**config.mk**
```make
export PLATFORM = sky130hd
export DESIGN_NAME = rf_wb_arbiter
export DESIGN_NICKNAME = d
export VERILOG_FILES = /design/src/rtl/rf_wb_arbiter_pkg.sv /design/src/rtl/rf_wb_arbiter_hold_slot.sv /design/src/rtl/rf_wb_arbiter.sv
export SDC_FILE = /design/constraint.sdc
export NUM_CORES = 1
export LEC_CHECK = 0
export CAP_MARGIN = 20
export CORE_UTILIZATION = 30
export DETAILED_ROUTE_END_ITERATION = 7
export SETUP_SLACK_MARGIN = 0.4
export SLEW_MARGIN = 20
export SYNTH_ARGS = -nofsm -noshare
export SYNTH_HDL_FRONTEND = slang
export SYNTH_HIERARCHICAL = 1
export SYNTH_SLANG_ARGS = --single-unit
```
**constraint.sdc**
```tcl
create_clock -name clk_i -period 3.7 [get_ports clk_i]
set_clock_uncertainty 0.15 [all_clocks]
set_input_delay 1.11 -clock clk_i [delete_from_list [all_inputs] [get_ports clk_i]]
set_output_delay 1.11 -clock clk_i [all_outputs]
set_load 0.05 [all_outputs]
```
**src/rtl/rf_wb_arbiter_pkg.sv**
```systemverilog
// Shared widths, writeback request record and requester identifiers for the
// register-file writeback arbiter.
package rf_wb_arbiter_pkg;

   localparam int XLEN    = 32;
   localparam int RADDR_W = 5;

   typedef struct packed {
      logic [RADDR_W-1:0] rd;
      logic [XLEN-1:0]    data;
   } wb_req_t;

   typedef enum logic {
      SRC_EX = 1'b0,
      SRC_LD = 1'b1
   } wb_src_e;

   // x0 is never pending because it is never written.
   function automatic logic hitsReg(input logic               slotValid,
                                    input logic [RADDR_W-1:0] slotRd,
                                    input logic [RADDR_W-1:0] rs);
      return slotValid && (slotRd == rs) && (rs != '0);
   endfunction

endpackage

```
**src/rtl/rf_wb_arbiter_hold_slot.sv**
```systemverilog
// One-entry valid/ready holding register for a writeback requester. Requests
// to x0 are handshaked normally but never occupy the slot.
module rf_wb_arbiter_hold_slot
   import rf_wb_arbiter_pkg::*;
(
   input  logic               clk_i,
   input  logic               rst_ni,
   input  logic               valid_i,
   output logic               ready_o,
   input  logic [RADDR_W-1:0] rd_i,
   input  logic [XLEN-1:0]    data_i,
   input  logic               grant_i,
   output logic               load_o,
   output logic               slotValid_o,
   output logic [RADDR_W-1:0] slotRd_o,
   output logic [XLEN-1:0]    slotData_o
);

   logic    valid_q, valid_d;
   wb_req_t req_q, req_d;

   // A slot draining this cycle can be refilled at the same edge.
   assign ready_o = ~valid_q | grant_i;
   assign load_o  = valid_i & ready_o & (rd_i != '0);

   always_comb begin
      valid_d = valid_q;
      req_d   = req_q;
      if (load_o) begin
         valid_d = 1'b1;
         req_d   = '{rd: rd_i, data: data_i};
      end else if (grant_i) begin
         valid_d = 1'b0;
      end
   end

   always_ff @(posedge clk_i) begin
      if (!rst_ni) begin
         valid_q <= 1'b0;
         req_q   <= '0;
      end else begin
         valid_q <= valid_d;
         req_q   <= req_d;
      end
   end

   assign slotValid_o = valid_q;
   assign slotRd_o    = req_q.rd;
   assign slotData_o  = req_q.data;

endmodule

```
**src/rtl/rf_wb_arbiter.sv**
```systemverilog
// Shares the single register-file write port between the EX and LD writeback
// requesters and reports held writes so decode can stall dependent reads.
module rf_wb_arbiter
   import rf_wb_arbiter_pkg::*;
(
   input  logic               clk_i,
   input  logic               rst_ni,
   input  logic               ex_valid_i,
   output logic               ex_ready_o,
   input  logic [RADDR_W-1:0] ex_rd_i,
   input  logic [XLEN-1:0]    ex_data_i,
   input  logic               ld_valid_i,
   output logic               ld_ready_o,
   input  logic [RADDR_W-1:0] ld_rd_i,
   input  logic [XLEN-1:0]    ld_data_i,
   output logic               reg_wen_o,
   output logic [RADDR_W-1:0] rd_o,
   output logic [XLEN-1:0]    rd_data_o,
   input  logic [RADDR_W-1:0] rs1_i,
   input  logic [RADDR_W-1:0] rs2_i,
   output logic               rs1_pend_o,
   output logic               rs2_pend_o
);

   logic               exSlotValid, ldSlotValid;
   logic [RADDR_W-1:0] exSlotRd, ldSlotRd;
   logic [XLEN-1:0]    exSlotData, ldSlotData;
   logic               exLoad, ldLoad;
   logic               grantEx, grantLd;
   wb_src_e            rrPtr_q, rrPtr_d;
   logic               ldOlder_q, ldOlder_d;

   rf_wb_arbiter_hold_slot u_exSlot (
      .clk_i       (clk_i),
      .rst_ni      (rst_ni),
      .valid_i     (ex_valid_i),
      .ready_o     (ex_ready_o),
      .rd_i        (ex_rd_i),
      .data_i      (ex_data_i),
      .grant_i     (grantEx),
      .load_o      (exLoad),
      .slotValid_o (exSlotValid),
      .slotRd_o    (exSlotRd),
      .slotData_o  (exSlotData)
   );

   rf_wb_arbiter_hold_slot u_ldSlot (
      .clk_i       (clk_i),
      .rst_ni      (rst_ni),
      .valid_i     (ld_valid_i),
      .ready_o     (ld_ready_o),
      .rd_i        (ld_rd_i),
      .data_i      (ld_data_i),
      .grant_i     (grantLd),
      .load_o      (ldLoad),
      .slotValid_o (ldSlotValid),
      .slotRd_o    (ldSlotRd),
      .slotData_o  (ldSlotData)
   );

   // Same destination must retire in program order, so age beats round-robin.
   always_comb begin
      grantEx = 1'b0;
      grantLd = 1'b0;
      if (exSlotValid && ldSlotValid) begin
         if (exSlotRd == ldSlotRd) begin
            if (ldOlder_q) grantLd = 1'b1;
            else           grantEx = 1'b1;
         end else if (rrPtr_q == SRC_EX) begin
            grantEx = 1'b1;
         end else begin
            grantLd = 1'b1;
         end
      end else if (exSlotValid) begin
         grantEx = 1'b1;
      end else if (ldSlotValid) begin
         grantLd = 1'b1;
      end
   end

   // A simultaneous capture counts LD as older, hence EX load wins the tie.
   always_comb begin
      rrPtr_d   = rrPtr_q;
      ldOlder_d = ldOlder_q;
      if (exSlotValid && ldSlotValid) begin
         rrPtr_d = grantEx ? SRC_LD : SRC_EX;
      end
      if (exLoad) begin
         ldOlder_d = 1'b1;
      end else if (ldLoad) begin
         ldOlder_d = 1'b0;
      end
   end

   always_ff @(posedge clk_i) begin
      if (!rst_ni) begin
         rrPtr_q   <= SRC_EX;
         ldOlder_q <= 1'b0;
      end else begin
         rrPtr_q   <= rrPtr_d;
         ldOlder_q <= ldOlder_d;
      end
   end

   always_comb begin
      reg_wen_o = 1'b1;
      rd_o      = '0;
      rd_data_o = '0;
      if (grantEx) begin
         reg_wen_o = 1'b0;
         rd_o      = exSlotRd;
         rd_data_o = exSlotData;
      end else if (grantLd) begin
         reg_wen_o = 1'b0;
         rd_o      = ldSlotRd;
         rd_data_o = ldSlotData;
      end
   end

   // The slot draining this cycle still counts: the regfile updates at the edge.
   assign rs1_pend_o = hitsReg(exSlotValid, exSlotRd, rs1_i) | hitsReg(ldSlotValid, ldSlotRd, rs1_i);
   assign rs2_pend_o = hitsReg(exSlotValid, exSlotRd, rs2_i) | hitsReg(ldSlotValid, ldSlotRd, rs2_i);

endmodule

```
* After elaboration in Yosys (flattened, before gate mapping)
Index checks and enable logic that the tools add are counted.
** Storage, ports and cells
- Bits in registers :: 78
- Bits of input ports :: 88
- Output and inout bits :: 42
** Operators by class
- Eq/ne operators :: 5
- Mux-type cells :: 24
- Bitwise gates (word level) :: 10
- Reduce and logical (&&, ||, !) cells :: 16
** Operator list (count)
- $mux 32 :: 2
- $eq 5x5->1 :: 5
- $mux 1 :: 20
- $reduce_bool 5->1 :: 4
- $mux 5 :: 2
- $logic_and 1x1->1 :: 9
- $reduce_bool 2->1 :: 3
- $and 1x1->1 :: 4
- $or 1x1->1 :: 4
- $not 1->1 :: 2

* Logic depth before layout (Yosys ltp)
Gate-level depths: netlist of the first run.
- Depth in word-level cells :: 8
- Depth in mapped cells :: 13

* Hierarchy
The synthesis of the first run kept the hierarchy.
** By module, submodules not included
- rf_wb_arbiter_hold_slot :: instances 2, cells each 170, area each 1536.5 um2, seq. area each 760.7 um2
- rf_wb_arbiter :: instances 1, cells each 194, area each 1358.8 um2, seq. area each 40.0 um2

* Least setup slack after synthesis of the first run
OpenSTA, ideal clock, no wires.
- Path type :: register to output
- From :: register u_ldSlot.req_q, in the netlist u_ldSlot/slotRd_o[1]
- To :: output port rd_data_o[10]
- Data arrival time :: 2.451 ns
- Required time :: 2.440 ns
- Path slack :: -0.011 ns
- Cell stages (with the launch flop) :: 8
- Path buffers :: 3
- Cell sequence :: dfxtp_1 > buf_2 > xor2_1 > nor2_1 > o21ai_1 > buf_2 > buf_1 > o32ai_1
** On the way
- Cells in the longest elaborated chain, start to end :: 5
- Elaborated cells on any way between the ends :: 7
- Those cells by class :: 1 x eq/ne; 6 x mux
** Ends and longest elaborated chain
- start: declaration :: RTL line rf_wb_arbiter_hold_slot.sv:20 : wb_req_t req_q, req_d;
- start signal: assignment :: RTL line rf_wb_arbiter_hold_slot.sv:43 : req_q <= req_d;
- $eq 5x5->1 * :: RTL line rf_wb_arbiter.sv:66 : if (exSlotRd == ldSlotRd) begin
- $mux 1 :: RTL line rf_wb_arbiter.sv:66
- $mux 1 :: RTL line rf_wb_arbiter.sv:65 : if (exSlotValid && ldSlotValid) begin
- $mux 32 :: RTL line rf_wb_arbiter.sv:113 : end else if (grantLd) begin
- $mux 32 * :: RTL line rf_wb_arbiter.sv:109 : if (grantEx) begin
- end: declaration :: RTL line rf_wb_arbiter.sv:18 : output logic [XLEN-1:0] rd_data_o,
Mark *: on every way between the ends. The rest lies on a longest branch, timed or not.

* Worst setup path in the final report of the first run
- From :: input port rs2_i[0]
- To :: output port rs2_pend_o
** On the way
- Cells in the longest elaborated chain, start to end :: 4
- Elaborated cells on any way between the ends :: 8
- Those cells by class :: 2 x eq/ne; 1 x bitwise; 5 x reduce/logical
** Ends and longest elaborated chain
- start: declaration :: RTL line rf_wb_arbiter.sv:20 : input logic [RADDR_W-1:0] rs2_i,
- $eq 5x5->1 :: RTL line rf_wb_arbiter_pkg.sv:22 : return slotValid && (slotRd == rs) && (rs != '0);
- $logic_and 1x1->1 (2 in a row) :: RTL line rf_wb_arbiter_pkg.sv:22
- $or 1x1->1 * :: RTL line rf_wb_arbiter.sv:122 : assign rs2_pend_o = hitsReg(exSlotValid, exSlotRd, rs2_i) | hitsReg(ldSlotValid, ldSlotRd, rs2_i);
- end: declaration :: RTL line rf_wb_arbiter.sv:22 : output logic rs2_pend_o
Marked as above.

==> results_dict.tcl, run 1 <==
set metrics [dict create \
    critPathArrivalTime_ns 2.21 \
    ios 130 \
    insertion_delay_ns 0.33 \
    m1WireLength_mm 5.69 \
    tightest_slew_ns 0.550 \
    syn_inst 534 \
    finalNetCount 760 \
    synthToLayoutAreaGrowth_pct 60.6 \
    min_period_ns 3.47 \
    status "finished clean" \
    synth_cell_types 35 \
    rsz0062_at_grt "yes" \
    whs_ns 0.305 \
    routed.top_layer "met4" \
    grt_start_max_net_pins 72 \
    hold_start "u_exSlot/slotData_o[8]$_SDFFE_PN0P_" \
    wirelength_mm 13.0 \
    grt_pass1_vias 3996 \
    n_fill_cell 1323 \
    start_util_pct 30.6 \
    finalWorstSetupSlack_ns 0.232 \
    dr_wl_met2_mm 6.60 \
    multi_input_area_um2 2840 \
    synth-seq-area-share_pct 35.2 \
    clock_sinks 78 \
    regToRegStartpoint "u_exSlot/slotRd_o[0]$_SDFFE_PN0P_" \
    layout_commonest_cell "nand2_1" \
    hold_buffers 0 \
    seq_area_um2 1580 \
    yosys_warnings 6 \
    num_antenna_cells 0 \
    cp-end-kind "output port" \
    die_y_um 124 \
    ctsHtreeMaxLevel 3 \
    crit_start "rs2_i[0]" \
    maxCapViolCount 0 \
    place.gp.congestion 0.811 \
    dp_slack_ns -0.218 \
    grt.total_usage_pct 17.3 \
    reg2reg_to "u_exSlot/slotData_o[12]$_SDFFE_PN0P_" \
    grt_overflow 0 \
    hold_path_class "reg -> reg" \
    cts_tree "built" \
    crit_path_start_kind "input port" \
    worstPathMaxFanout 3 \
    max_freq_mhz 288 \
    fin_crit_sh_pct 93.7 \
    power_leakage_nw 2.75 \
    min_path_cells 2 \
    fin_tns_setup_ns 0 \
    avgSynthCellArea_um2 8.30 \
    numCtsBuffers 9 \
    vias 4006 \
    wl_met3_um 541 \
    antenna_found_initial 0 \
    coreArea_um2 14500 \
    layout_common_cells "nand2_1 (150), inv_1 (80), clkdlybuf4s50_1 (77)" \
    vdd_ir_drop_max_mv 0.203 \
    ant_nets 0 \
    clk_path_buf_depth 2 \
    crit_required_ns 2.44 \
    drc 0 \
    synth.net_count 622 \
    reg2reg_depth 11 \
    clkTransAtPathRegs_ns 0.05 \
    dieArea_um2 15300 \
    power_mw 2.74 \
    criticalPathCategory "in -> out" \
    wl_per_cell_um 15.1 \
    io_buffers 129 \
    power_density_nw_per_um2 385 \
    dp_hpwl_mm 8.51 \
    min_to "u_exSlot/slotData_o[8]$_SDFFE_PN0P_" \
    via_per_inst 4.65 \
    layout-drive-gt1-share_pct 26.1 \
    hold_viol 0 \
    setup-violations-final 0 \
    cts_root_buf "clkbuf_16" \
    synth_area_um2 4430 \
    r2r_setup_slack_ns 1.05 \
    placed_cells_incl_taps 829 \
    slew_violations 0 \
    dieWidth_um 124 \
    fp-row-count 44 \
    dr.pass1.iters 4 \
    synth_seq_cells 78 \
    initialDrtViolationCount 114 \
    timing.slew.headroom_pct 63.3 \
    layoutNonFillerInstCount 861 \
    grt_pass1_wl_mm 20.0 \
]
## worst max-delay path: stages
cell	delay, ns
buf_8	0.11
xor2_1	0.17
nor4_2	0.29
nand3_1	0.18
a21oi_4	0.20
buf_12	0.15
## synth_stat cells
master | number | area share (%)
mux2i_1 | 69 | 16
nor3_2 | 1 | 0.23
a21oi_1 | 5 | 0.56
o311ai_1 | 1 | 0.20
inv_2 | 1 | 0.085
nand2_1 | 150 | 13
o21ai_1 | 1 | 0.11
buf_6 | 12 | 3.0
nand4_1 | 3 | 0.42
nand3_1 | 5 | 0.56
o21a_1 | 2 | 0.34
inv_1 | 82 | 6.9
buf_1 | 4 | 0.34
nand2b_1 | 1 | 0.14
o32ai_2 | 19 | 7.0
a31oi_1 | 1 | 0.14
o211ai_1 | 1 | 0.17
or4_1 | 2 | 0.34
o22ai_1 | 4 | 0.56
xnor2_1 | 6 | 1.2
o32ai_1 | 18 | 3.6
clkbuf_1 | 13 | 1.1
a211o_1 | 1 | 0.20
dfxtp_1 | 78 | 35
buf_2 | 11 | 1.2
nor2b_1 | 2 | 0.28
nand4b_1 | 1 | 0.20
nor2_1 | 7 | 0.59
o2111ai_2 | 1 | 0.34
o21ai_0 | 2 | 0.23
a211oi_2 | 2 | 0.56
xor2_1 | 21 | 4.2
or3_1 | 1 | 0.14
nor4_4 | 2 | 0.96
nor4_1 | 4 | 0.56
## report_power, final
| group | switching (mW) | total, mW | leakage, nW | internal (mW) |
|---|---|---|---|---|
| Sequential | 0.0495 | 0.953 | 0.646 | 0.903 |
| Combinational | 0.462 | 0.844 | 1.95 | 0.381 |
| Clock | 0.340 | 0.947 | 0.157 | 0.607 |
## logic make-up (layout without fill, tap and decap cells)
family	Yosys count	count (layout)	synth area share (%)
AOI/OAI and AO/OA	58	58	13.9
xor gates and xnor gates	27	27	5.34
buffers and inverters	123	266	12.8
DFF	78	78	35.2
muxes	69	69	15.6
and+or+nand+nor	179	179	17.1
## metal layers
layer	GRT usage, %	vias up
li1	-	2017
met1	21.3	1881
met2	30.0	99
met3	3.37	9
met4	5.57	0
met5	0	-
## final cells by class
type	count	share of cell area, %
multi-input cells	333	40.0
flip-flops and latches	78	22.2
clock buffers	12	3.46
inverters	83	4.38
well taps	184	3.23
repair buffers	167	25.8
clock inverters	4	0.984
## sequential cells by signal, indices dropped and copies added, names as in the netlist
| name | count |
|---|---|
| u_exSlot/slotValid_o | 1 |
| ldOlder_q | 1 |
| u_ldSlot/slotRd_o | 5 |
| rrPtr_q | 1 |
| u_exSlot/slotRd_o | 5 |
| u_ldSlot/slotValid_o | 1 |
| u_ldSlot/slotData_o | 32 |
| u_exSlot/slotData_o | 32 |
## what timing repair did
action	CTS	global route
cloned	2	2
buffers inserted	11	1
pin swaps	20	5
gates resized for setup	152	24
setup endpoints to repair	41	41
hold endpoints to repair	0	0
## worst max-delay path by stage
stage	end	slack, ns	depth (start not counted)
floorplan	rd_data_o[10]	-0.01	7
global placement	rs2_pend_o	-0.07	6
detailed placement	rs1_pend_o	-0.22	6
CTS	rs1_pend_o	0.23	7
global route	rd_data_o[14]	0.16	8
finish	rs2_pend_o	0.23	6
## per-stage QoR
stage	cell area (um2)	util [%]
6_report	7120	49.2
5_1_grt	7120	49.2
4_1_cts	6890	47.6
3_5_place_dp	5880	40.6
3_3_place_gp	5880	40.6
2_1_floorplan	4450	-
No activity file was read; power rests on OpenSTA's default activity.
==> inputs of run 2 (changes only) <==
Settings changed: DONT_BUFFER_PORTS set to 1.
==> run 2 against run 1 <==
Effect of this change:
- critical path type is now reg -> out
- cell count is 11% lower
- die area stayed put
- maximum frequency hardly changed
- largest cell class unchanged
- worst hold slack better by 0.0021 ns
- first-iteration DRC count is 22% lower
- global-route usage is 0.69 points lower
- critical endpoint is now rd_data_o[20]
==> results_dict.tcl, run 2 (synthesized netlist as in run 1, its figures left out) <==
set metrics [dict create \
    hold_viol 0 \
    cts_root_buf "clkbuf_16" \
    crit_start "u_exSlot/slotRd_o[0]$_SDFFE_PN0P_" \
    wl_per_cell_um 16.9 \
    numCtsBuffers 9 \
    clk_path_buf_depth 2 \
    criticalPathCategory "reg -> out" \
    finalNetCount 663 \
    vias 3673 \
    grt.total_usage_pct 16.6 \
    power_leakage_nw 2.32 \
    dr.pass1.iters 4 \
    fp-row-count 44 \
    regToRegStartpoint "u_exSlot/slotRd_o[0]$_SDFFE_PN0P_" \
    timing.slew.headroom_pct 40.9 \
    grt_overflow 0 \
    maxCapViolCount 0 \
    min_period_ns 3.47 \
    setup-violations-final 0 \
    antenna_found_initial 0 \
    grt_pass1_wl_mm 18.8 \
    finalWorstSetupSlack_ns 0.233 \
    endpoint "rd_data_o[20]" \
    grt_pass1_vias 3624 \
    coreArea_um2 14500 \
    via_per_inst 4.81 \
    layout_common_cells "nand2_1 (150), inv_1 (80), dfxtp_1 (68), mux2i_1 (68), buf_6 (38)" \
    fin_crit_sh_pct 93.7 \
    wirelength_mm 12.9 \
    r2r_setup_slack_ns 0.90 \
    clkTransAtPathRegs_ns 0.06 \
    power_density_nw_per_um2 421 \
    hold_buffers 0 \
    hold_path_class "reg -> reg" \
    num_antenna_cells 0 \
    initialDrtViolationCount 89 \
    crit_path_start_kind "register" \
    dp_hpwl_mm 8.03 \
    vdd_ir_drop_max_mv 0.179 \
    postLayoutCoreUtil_pct 41.8 \
    insertion_delay_ns 0.34 \
    max_freq_mhz 288 \
    rsz0062_at_grt "yes" \
    crit_required_ns 2.44 \
    power_mw 2.55 \
    cts_tree "built" \
    layout-drive-gt1-share_pct 26.6 \
    dp_slack_ns 0.322 \
    worstPathMaxFanout 4 \
    dieArea_um2 15300 \
    status "finished clean" \
    ctsHtreeMaxLevel 3 \
    die_y_um 124 \
    reg2reg_to "u_exSlot/slotData_o[26]$_SDFFE_PN0P_" \
    io_buffers 0 \
    fin_tns_setup_ns 0 \
    ios 130 \
    dieWidth_um 124 \
    tightest_slew_ns 0.883 \
    slew_violations 0 \
    cp-end-kind "output port" \
    start_util_pct 30.6 \
    synthToLayoutAreaGrowth_pct 36.5 \
    drc 0 \
    place.gp.congestion 0.812 \
    ant_nets 0 \
    layoutNonFillerInstCount 764 \
    layout_commonest_cell "nand2_1" \
    grt_start_max_net_pins 152 \
    clock_sinks 78 \
    placed_cells_incl_taps 727 \
    critPathArrivalTime_ns 2.21 \
    reg2reg_depth 10 \
]
-- run 2: changes by cell type in the layout (fill, tap and decap cells not counted), moves of 3 or more --
cell / previous run / this run
clkinvlp_4: 0 / 3
buf_12: 9 / 6
clkdlybuf4s50_1: 77 / 0
o32ai_2: 20 / 23
buf_6: 47 / 38
buf_2: 5 / 0
nor4_1: 1 / 4
buf_8: 4 / 1
o32ai_4: 17 / 14
nor4_2: 3 / 0
-- run 2: how the worst min path moves through the flow --
| stage | startpoint | end | cells past startpoint |
|---|---|---|---|
| after global routing | u_exSlot/slotData_o[17]$_SDFFE_PN0P_ | u_exSlot/slotData_o[17]$_SDFFE_PN0P_ | 2 |
| after CTS | u_exSlot/slotData_o[31]$_SDFFE_PN0P_ | u_exSlot/slotData_o[31]$_SDFFE_PN0P_ | 2 |
| final | u_exSlot/slotData_o[29]$_SDFFE_PN0P_ | u_exSlot/slotData_o[29]$_SDFFE_PN0P_ | 2 |
| after global placement | u_ldSlot/slotData_o[25]$_SDFFE_PN0P_ | u_ldSlot/slotData_o[25]$_SDFFE_PN0P_ | 2 |
| after floorplan | u_exSlot/slotRd_o[1]$_SDFFE_PN0P_ | u_exSlot/slotRd_o[1]$_SDFFE_PN0P_ | 2 |
| after detailed placement | u_exSlot/slotData_o[25]$_SDFFE_PN0P_ | u_exSlot/slotData_o[25]$_SDFFE_PN0P_ | 2 |
-- run 2: repair_timing --
action | in CTS | in global routing
cloned | 3 | 3
pin swaps | 3 | 9
resized for setup | 69 | 24
endpoints found under the setup margin | 41 | 41
setup buffers | 12 | 3
-- run 2: cell type report --
cell class	count	area [um2]
fill	1420	8430
clock buffer	10	229
inverter	83	322
sequential	78	1590
tap	184	230
timing repair buffer	70	846
clock inverter	6	62.6
multi-input combinational	333	2770
-- run 2: power breakdown --
group	switching, mW	internal, mW	total [mW]	leakage, nW
sequential	0.0511	0.903	0.954	0.647
clock	0.358	0.520	0.878	0.134
combinational	0.414	0.302	0.716	1.54
-- run 2: stage by stage --
| step | hold slack (ns) | area [um2] |
|---|---|---|
| CTS | 0.309 | 5810 |
| detailed placement | 0.300 | 5030 |
| finish | 0.307 | 6050 |
| floorplan | 0.281 | 4450 |
| global placement | 0.292 | 5030 |
| global route | 0.322 | 6050 |
-- run 2: layer usage --
layer  global-route usage (%)  part of all wire [%]
met1                     19.6                    42
met2                     28.4                    51
met3                     2.86                   4.6
met4                     9.34                   2.5
met5                        0                     0
-- run 2: worst max-delay path: stages (launching register included) --
cell and delay, ns:
dfxtp_4 0.36, xor2_4 0.20, or3_4 0.40, o2111ai_4 0.29, buf_6 0.20, clkbuf_16 0.17
o32ai_4 0.08, buf_6 0.16
==> inputs of run 3 (changes only) <==
Settings changed: ABC_CLOCK_PERIOD_IN_PS set to 3700, GPL_TIMING_DRIVEN set to 0, MAX_ROUTING_LAYER set to met4.
==> run 3 against run 2 <==
Effect of this change:
- combinational power up 8.2%
- global-route usage up 2.1 points
- core utilization down 0.24 points
- largest cell class unchanged
- worst hold slack worse by 0.0017 ns
- register-to-register slack worse by 0.15 ns
- largest power group unchanged
- critical path depth unchanged
- maximum frequency down 2.4%
- die area unchanged
- clock power up 3.0%
- clock-buffer cell count up 2
- flip-flop and latch count unchanged
- sequential share of layout area up 0.11 points
==> results_dict.tcl, run 3 (synthesized netlist as in run 1, its figures left out) <==
set metrics [dict create \
    worstPathCellList "xor2_4, nor3_4, mux2i_4, buf_6, buf_12, buf_16, o32ai_4" \
    critPathArrivalTime_ns 2.29 \
    timing.slew.headroom_pct 40.2 \
    clkTransAtPathRegs_ns 0.06 \
    clk_path_buf_depth 2 \
    die_y_um 124 \
    io_buffers 0 \
    status "finished clean" \
    n_fill_cell 1407 \
    coreArea_um2 14500 \
    hold_path_class "reg -> reg" \
    crit_required_ns 2.44 \
    layoutNonFillerInstCount 758 \
    grt_pass1_wl_mm 20.2 \
    cp-end-kind "output port" \
    place.gp.congestion 0.793 \
    start_util_pct 30.6 \
    criticalPathCategory "reg -> out" \
    finalNetCount 657 \
    via_per_inst 4.91 \
    power_density_nw_per_um2 437 \
    antenna_found_initial 0 \
    wl_per_cell_um 18.1 \
    multi_input_area_um2 3020 \
    routed.top_layer "met4" \
    vdd_ir_drop_max_mv 0.224 \
    tightest_slew_ns 0.894 \
    postLayoutCoreUtil_pct 41.5 \
    slew_violations 0 \
    cts_tree "built" \
    maxCapViolCount 0 \
    synthToLayoutAreaGrowth_pct 35.7 \
    clock_sinks 78 \
    whs_ns 0.306 \
    power_leakage_nw 2.19 \
    drc 0 \
    grt_pass1_vias 3786 \
    worstPathMaxFanout 5 \
    hold_buffers 0 \
    fin_crit_sh_pct 96.0 \
    rsz0062_at_grt "yes" \
    wl_met3_um 636 \
    layout-drive-gt1-share_pct 22.5 \
    grt_start_max_net_pins 13 \
    numCtsBuffers 9 \
    initialDrtViolationCount 169 \
    max_freq_mhz 282 \
    critPathBufInv 3 \
    num_antenna_cells 0 \
    ctsHtreeMaxLevel 3 \
    dieWidth_um 124 \
    setup-violations-final 0 \
    finalWorstSetupSlack_ns 0.149 \
    grt.total_usage_pct 18.7 \
    dp_slack_ns -0.0130 \
    cts_root_buf "clkbuf_16" \
    grt_overflow 0 \
    wirelength_mm 13.7 \
    insertion_delay_ns 0.34 \
    dr_wl_met2_mm 7.01 \
    hold_viol 0 \
    cp_slowest_cell "o32ai_4" \
    placed_cells_incl_taps 718 \
    layout_common_cells "nand2_1 (150), inv_1 (80), dfxtp_1 (72)" \
    vias 3723 \
    min_period_ns 3.55 \
    dr.pass1.iters 4 \
    crit_path_start_kind "register" \
    m1WireLength_mm 5.71 \
    seq_area_um2 1580 \
    layout_commonest_cell "nand2_1" \
    max_stage_delay_ns 0.57 \
    dieArea_um2 15300 \
    ant_nets 0 \
    dp_hpwl_mm 9.57 \
    critPathTopFamily "compound AO/OA/AOI/OAI gates" \
    ios 130 \
    fp-row-count 44 \
]
==> run 3: cell types whose count changed in the layout (fill, tap and decap cells not counted), moves of 3 or more <==
| cell | change |
|---|---|
| buf_2 | +6 |
| clkbuf_1 | +12 |
| dfxtp_1 | +4 |
| buf_6 | -23 |
| o32ai_4 | +23 |
| o32ai_2 | -23 |
| clkinvlp_4 | -3 |
| dfxtp_2 | -5 |
==> run 3: repair_timing <==
item,CTS,global route
setup endpoints to repair,41,41
pin swaps,21,15
cloned,2,0
setup buffers,16,6
endpoints found under the hold margin,0,0
resized for setup,96,15
==> run 3: path summary, 6_finish.rpt <==
| check | start | to | slack, ns | cells after the start |
|---|---|---|---|---|
| max | u_exSlot/slotRd_o[2]$_SDFFE_PN0P_ | rd_data_o[28] | 0.15 | 7 |
| min | u_exSlot/slotData_o[8]$_SDFFE_PN0P_ | u_exSlot/slotData_o[8]$_SDFFE_PN0P_ | 0.31 | 2 |
| max reg2reg | u_exSlot/slotRd_o[2]$_SDFFE_PN0P_ | u_ldSlot/slotData_o[18]$_SDFFE_PN0P_ | 0.75 | 14 |
| min reg2reg | u_exSlot/slotData_o[8]$_SDFFE_PN0P_ | u_exSlot/slotData_o[8]$_SDFFE_PN0P_ | 0.31 | 2 |
==> run 3: area by class of cell <==
class	instances	share of cell area, %
inverters	83	5.30
multi-input cells	333	50.2
repair buffers	24	4.12
plain buffers	40	5.22
clock inverters	4	0.749
well taps	184	3.83
flip-flops and latches	78	26.3
clock buffers	12	4.26
==> run 3: metrics by stage <==
step | cell area, um2 | total power [mW] | setup TNS, ns
2_1_floorplan | 4450 | 1.38 | -0.110
3_3_place_gp | 4680 | 1.46 | -4.98
3_5_place_dp | 4820 | 1.51 | -0.0464
4_1_cts | 5890 | 2.62 | 0
5_1_grt | 6010 | 2.74 | 0
6_report | 6010 | 2.63 | 0
==> run 3: layer usage <==
| metal | up-vias | global-route usage [%] |
|---|---|---|
| met5 | - | - |
| met4 | 0 | 9.86 |
| met3 | 23 | 2.86 |
| met2 | 108 | 31.1 |
| met1 | 1775 | 21.6 |
| li1 | 1817 | - |
==> run 3: where the power goes <==
| part | switching [mW] | internal (mW) | leakage, nW |
|---|---|---|---|
| clock network | 0.348 | 0.556 | 0.152 |
| registers | 0.0460 | 0.902 | 0.646 |
| logic | 0.480 | 0.296 | 1.39 |
==> run 3: worst reg2reg max path, delay by kind of cell, from the launching register on <==
| family | cells | cell delay [ns] |
|---|---|---|
| AOI/OAI and AO/OA | 1 | 0.26 |
| xor gates and xnor gates | 1 | 0.20 |
| buffers and inverters | 7 | 1.10 |
| DFF | 1 | 0.37 |
| muxes | 2 | 0.34 |
| and+or+nand+nor | 3 | 0.45 |
